<file path="src/rtl/micro_sequencer.sv">
`default_nettype none
// ============================================================================
// Module   : micro_sequencer
// Brief    : Micro-address sequencer (WAIT/EVAL/HALT) for a registered micro-ROM.
//            Optional committed-microword counter under MICRO_SEQ_PERF_EN.
// Revision : 1.0
// ============================================================================
module micro_sequencer #(
  parameter logic [5:0] RESET_ADDR    = 6'd0,
  parameter logic [5:0] FETCH_ADDR    = 6'd1,
  parameter logic [5:0] DISPATCH_BASE = 6'd16
) (
  input  logic        clk,
  input  logic        rst_n,
  input  logic [5:0]  next_addr,
  input  logic [1:0]  br_sel,
  input  logic        cond_flag,
  input  logic [3:0]  ir_op,
  input  logic        ir_valid,
  input  logic        mem_wait,
  input  logic        halt_req,
  output logic [5:0]  micro_addr,
  output logic        op_fire,
  output logic        ir_ack,
  output logic        stall,
  output logic        halted,
  output logic [15:0] ucycle_cnt
);

  typedef enum logic [1:0] {
    ST_WAIT = 2'd0,
    ST_EVAL = 2'd1,
    ST_HALT = 2'd2
  } state_t;

  localparam logic [1:0] c_BR_JMP  = 2'b00;
  localparam logic [1:0] c_BR_DISP = 2'b01;
  localparam logic [1:0] c_BR_COND = 2'b10;

  state_t     r_state;
  state_t     w_state_next;
  logic [5:0] r_micro_addr;
  logic [5:0] w_addr_next;
  logic [5:0] w_target;
  logic       r_halted;
  logic       w_fire;
  logic       w_stall;
  logic       w_ack;

  always_comb begin
    case (br_sel)
      c_BR_JMP:  w_target = next_addr;
      c_BR_DISP: w_target = DISPATCH_BASE + {2'b00, ir_op};
      c_BR_COND: w_target = cond_flag ? next_addr : r_micro_addr + 6'd1;
      default:   w_target = FETCH_ADDR;
    endcase
  end

  // A stalled word never commits, so halt_req only matters once it fires.
  always_comb begin
    w_state_next = r_state;
    w_addr_next  = r_micro_addr;
    w_fire       = 1'b0;
    w_stall      = 1'b0;
    w_ack        = 1'b0;
    case (r_state)
      ST_WAIT: w_state_next = ST_EVAL;
      ST_EVAL: begin
        if (mem_wait || (br_sel == c_BR_DISP && !ir_valid)) begin
          w_stall = 1'b1;
        end else begin
          w_fire       = 1'b1;
          w_ack        = (br_sel == c_BR_DISP);
          w_addr_next  = w_target;
          w_state_next = halt_req ? ST_HALT : ST_WAIT;
        end
      end
      ST_HALT: begin
        if (!halt_req) w_state_next = ST_WAIT;
      end
      default: w_state_next = ST_WAIT;
    endcase
  end

  always_ff @(posedge clk or negedge rst_n) begin
    if (!rst_n) begin
      r_state      <= ST_WAIT;
      r_micro_addr <= RESET_ADDR;
      r_halted     <= 1'b0;
    end else begin
      r_state      <= w_state_next;
      r_micro_addr <= w_addr_next;
      r_halted     <= (w_state_next == ST_HALT);
    end
  end

`ifdef MICRO_SEQ_PERF_EN
  logic [15:0] r_ucycle_cnt;

  always_ff @(posedge clk or negedge rst_n) begin
    if (!rst_n) begin
      r_ucycle_cnt <= 16'd0;
    end else if (w_fire && r_ucycle_cnt != 16'hFFFF) begin
      r_ucycle_cnt <= r_ucycle_cnt + 16'd1;
    end
  end

  assign ucycle_cnt = r_ucycle_cnt;
`else
  assign ucycle_cnt = 16'd0;
`endif

  assign micro_addr = r_micro_addr;
  assign op_fire    = w_fire;
  assign stall      = w_stall;
  assign ir_ack     = w_ack;
  assign halted     = r_halted;

endmodule
`default_nettype wire

</file>
<file path="config.mk">
export PLATFORM = sky130hd
export DESIGN_NAME = micro_sequencer
export DESIGN_NICKNAME = d
export VERILOG_FILES = /design/src/rtl/micro_sequencer.sv
export SDC_FILE = /design/constraint.sdc
export NUM_CORES = 1
export LEC_CHECK = 0
export CORE_UTILIZATION = 38
export DETAILED_ROUTE_END_ITERATION = 8
export HOLD_SLACK_MARGIN = 0.12
export MAX_ROUTING_LAYER = met4
export PLACE_DENSITY = 0.78
export SYNTH_ARGS = -nofsm -noshare
export SYNTH_HDL_FRONTEND = slang
export SYNTH_SLANG_ARGS = --single-unit
export TNS_END_PERCENT = 30
</file>
<file path="constraint.sdc">
create_clock -name clk -period 2.05 [get_ports clk]
set_input_delay 0.3075 -clock clk [delete_from_list [all_inputs] [get_ports clk]]
set_output_delay 0.3075 -clock clk [all_outputs]
set_load 0.02 [all_outputs]
</file>
==> results.py <==
metrics = {
    "setup_path": {
        "regToRegEndpoint": "micro_addr[1]",
        "path_cells": "clkdlybuf4s50_1 > nand2b_2 > buf_4 > o21ai_4 > inv_1 > dlygate4sd2_1",
        "r2r_start": "micro_addr[0]",
        "crit_path_start_kind": "primary input",
        "cpMaxStageDelayCell": "clkdlybuf4s50_1",
        "cp_max_fo": 4,
        "cp.required_ns": 1.74,
        "rrSetupSlack_ns": 0.41,
        "crit_path_end_kind": "output port",
        "max_stage_delay_ns": 0.43,
        "ff2ff_path_depth": 5,
        "path_class": "primary input to output port",
        "arrival_ns": 1.67,
    },
    "global_routing": {
        "grt.total_usage": 0.201,
        "antenna_found_initial": 0,
        "grt_start_max_net_pins": 13,
        "grt_pass1_wl_um": 3520,
        "globalRoute.totalOverflow": 0,
        "grt_pass1_vias": 810,
    },
    "power_and_ir_drop": {
        "switchingPower_mw": 0.338,
        "ir_drop_uv": 334,
        "p_per_area_nw_per_um2": 746,
        "comb_power_share": 0.499,
        "clockPowerShare": 0.172,
        "power.leakage_nw": 0.516,
        "sw_frac_of_total": 0.400,
        "p_int_mw": 0.507,
        "power_frac_seq": 0.330,
    },
    "routing": {
        "drt-total-wl_um": 2000,
        "dr.pass1.iters": 3,
        "top_layer_used": "met4",
        "ant_nets": 0,
        "met3WireLength_um": 122,
        "initialDrtViolationCount": 6,
        "num_vias": 763,
        "drt-vias-per-instance": 4.86,
        "drt-met1-wl_um": 793,
        "wl_per_cell_um": 12.8,
        "wl_met2_um": 1060,
        "post-route-drc-count": 0,
    },
    "clock_network": {
        "cts_resized": 3,
        "htreeDepth": 1,
        "clk_latency_ns": 0.27,
        "cts_tree": "yes",
        "hold_buffers": 0,
        "cts_setup_buffers": 0,
        "cts.sinks": 9,
        "clk_path_buf_depth": 2,
        "root_buffer": "clkbuf_4",
        "cts_buffers": 3,
        "clk_pin_slew_ns": 0.06,
    },
    "die": {
        "fp.dieW_um": 48.3,
        "fp-row-count": 16,
        "initial_core_util": 0.412,
        "dieArea_um2": 2340,
        "ioPinCount": 44,
        "fp.coreArea_um2": 1980,
        "die_h_um": 48.3,
    },
    "synth": {
        "yosys-top-cells-count": "buf_4, dfrtp_1, a21oi_1, nor2_1, inv_1",
        "yosysMostFrequentCell": "buf_4",
        "syn-cell-area_um2": 816,
        "synth_area_leader_cell": "dfrtp_1",
        "synth_seq_cells": 9,
        "synthCells": 95,
        "avgSynthCellArea_um2": 8.59,
        "synth_top_area_frac": 0.276,
        "yosys.cell_types.count": 37,
        "seq_area_frac_synth": 0.276,
        "synth_edf_count": 0,
        "synth_area_leaders": "dfrtp_1, buf_4, mux2i_1, a21oi_1, nor2_1",
        "yosys_warnings": 0,
        "async_flop_share": 1.00,
        "ys.flop_type": "dfrtp_1",
    },
    "run": {
        "cap_violations": 0,
    },
    "min_path": {
        "min_path_type": "primary input to asynchronous set/reset pin",
    },
    "sta": {
        "fin_ws_ns": 0.0773,
        "finClkSkew_ns": 0.000915,
        "maxSlewViolCount": 0,
        "fin_crit_sh": 0.962,
        "setup_viol": 0,
        "post-route-min-period_ns": 1.97,
        "finalHoldViolCount": 0,
        "fmax_mhz": 507,
        "rsz0062_at_grt": "no",
    },
    "place": {
        "dp_hpwl_um": 1620,
        "numPlacedInstances": 153,
        "dpl-instance-area_um2": 1100,
        "io_buffers": 27,
        "gp_congestion": 0.839,
        "dp_slack_ns": -0.175,
    },
    "layout": {
        "syn2layout_area_growth_pct": 39.0,
        "final_cell_count_no_fill": 157,
        "drive_above_1_share": 0.146,
        "final_cell_area_um2": 1130,
        "antennaDiodeCount": 0,
        "nets": 150,
        "n_fill_cell": 184,
    },
    "run_status": {
        "outcome": "complete, no violations",
    },
}
sequential cells by signal, summed over array words and instances (netlist names):
name,count
halted,1
r_state,2
micro_addr,6
worst max-delay path, delay by kind of cell:
| family | cells | cell delay, ns |
|---|---|---|
| buffers and inverters | 4 | 0.96 |
| AND/OR/NAND/NOR | 1 | 0.22 |
| AO/OA/AOI/OAI | 1 | 0.18 |
cell usage in the layout (no fill, tap or decap), types with 2 or more instances in the layout:
cell type	count
buf_4	10
a21boi_0	2
nand3b_1	2
o21ai_0	3
clkdlybuf4s50_1	24
nor2_1	7
dfrtp_1	9
dlygate4sd2_1	3
nand2b_1	3
xor2_1	2
clkbuf_4	3
nand3_1	3
mux2i_1	4
conb_1	16
inv_1	5
nand2_1	3
a21oi_1	7
o211ai_1	2
how the worst max path moves through the flow:
stage	start	end	slack, ns
after detailed placement	br_sel[1]	op_fire	-0.18
after CTS	br_sel[1]	op_fire	0.03
after global placement	br_sel[1]	ir_ack	-0.15
final	br_sel[1]	op_fire	0.08
after floorplan	br_sel[1]	stall	0.41
after global routing	br_sel[1]	op_fire	0.03
final cells by class:
type	instances	area (µm²)	area share
Clock buffer	4	26.3	0.0232
Inverter	5	18.8	0.0166
Multi-Input combinational cell	75	488	0.430
Sequential cell	9	225	0.199
Tap cell	27	33.8	0.0298
Timing Repair Buffer	37	342	0.301
metal layers:
layer  GRT usage  vias to the layer above
met5           -                        -
met4      0.0735                        0
met3      0.0503                        5
met2       0.371                       29
met1       0.205                      360
li1            -                      369
metrics by stage:
stage / total power, mW / utilization / hold WS [ns] / TNS (ns)
2_1_floorplan: 0.537 / - / 0.0119 / 0
5_1_grt: 0.907 / 0.572 / 0.375 / 0
3_5_place_dp: 0.708 / 0.557 / 0.505 / -0.501
6_report: 0.845 / 0.572 / 0.344 / 0
3_3_place_gp: 0.684 / 0.557 / 0.485 / -0.429
4_1_cts: 0.848 / 0.568 / 0.357 / 0
logic make-up (layout without fill, tap and decap cells):
group	Yosys count	count (layout)	share of synthesized area
AOI/OAI and AO/OA	24	24	0.207
xor gates and xnor gates	3	3	0.0322
adders and majority gates	1	1	0.0153
buffers and inverters	26	46	0.204
DFF	9	9	0.276
muxes	4	4	0.0491
other	1	16	0.00460
and+or+nand+nor	27	27	0.212
power groups by stage:
stage / registers, mW / clock network, mW / logic (mW)
global placement: 0.277 / 0 / 0.407
CTS: 0.279 / 0.146 / 0.422
floorplan: 0.319 / 0 / 0.218
finish: 0.279 / 0.145 / 0.421
global route: 0.288 / 0.158 / 0.461
detailed placement: 0.283 / 0 / 0.425
Note: power is estimated with default switching activity, not from simulation.
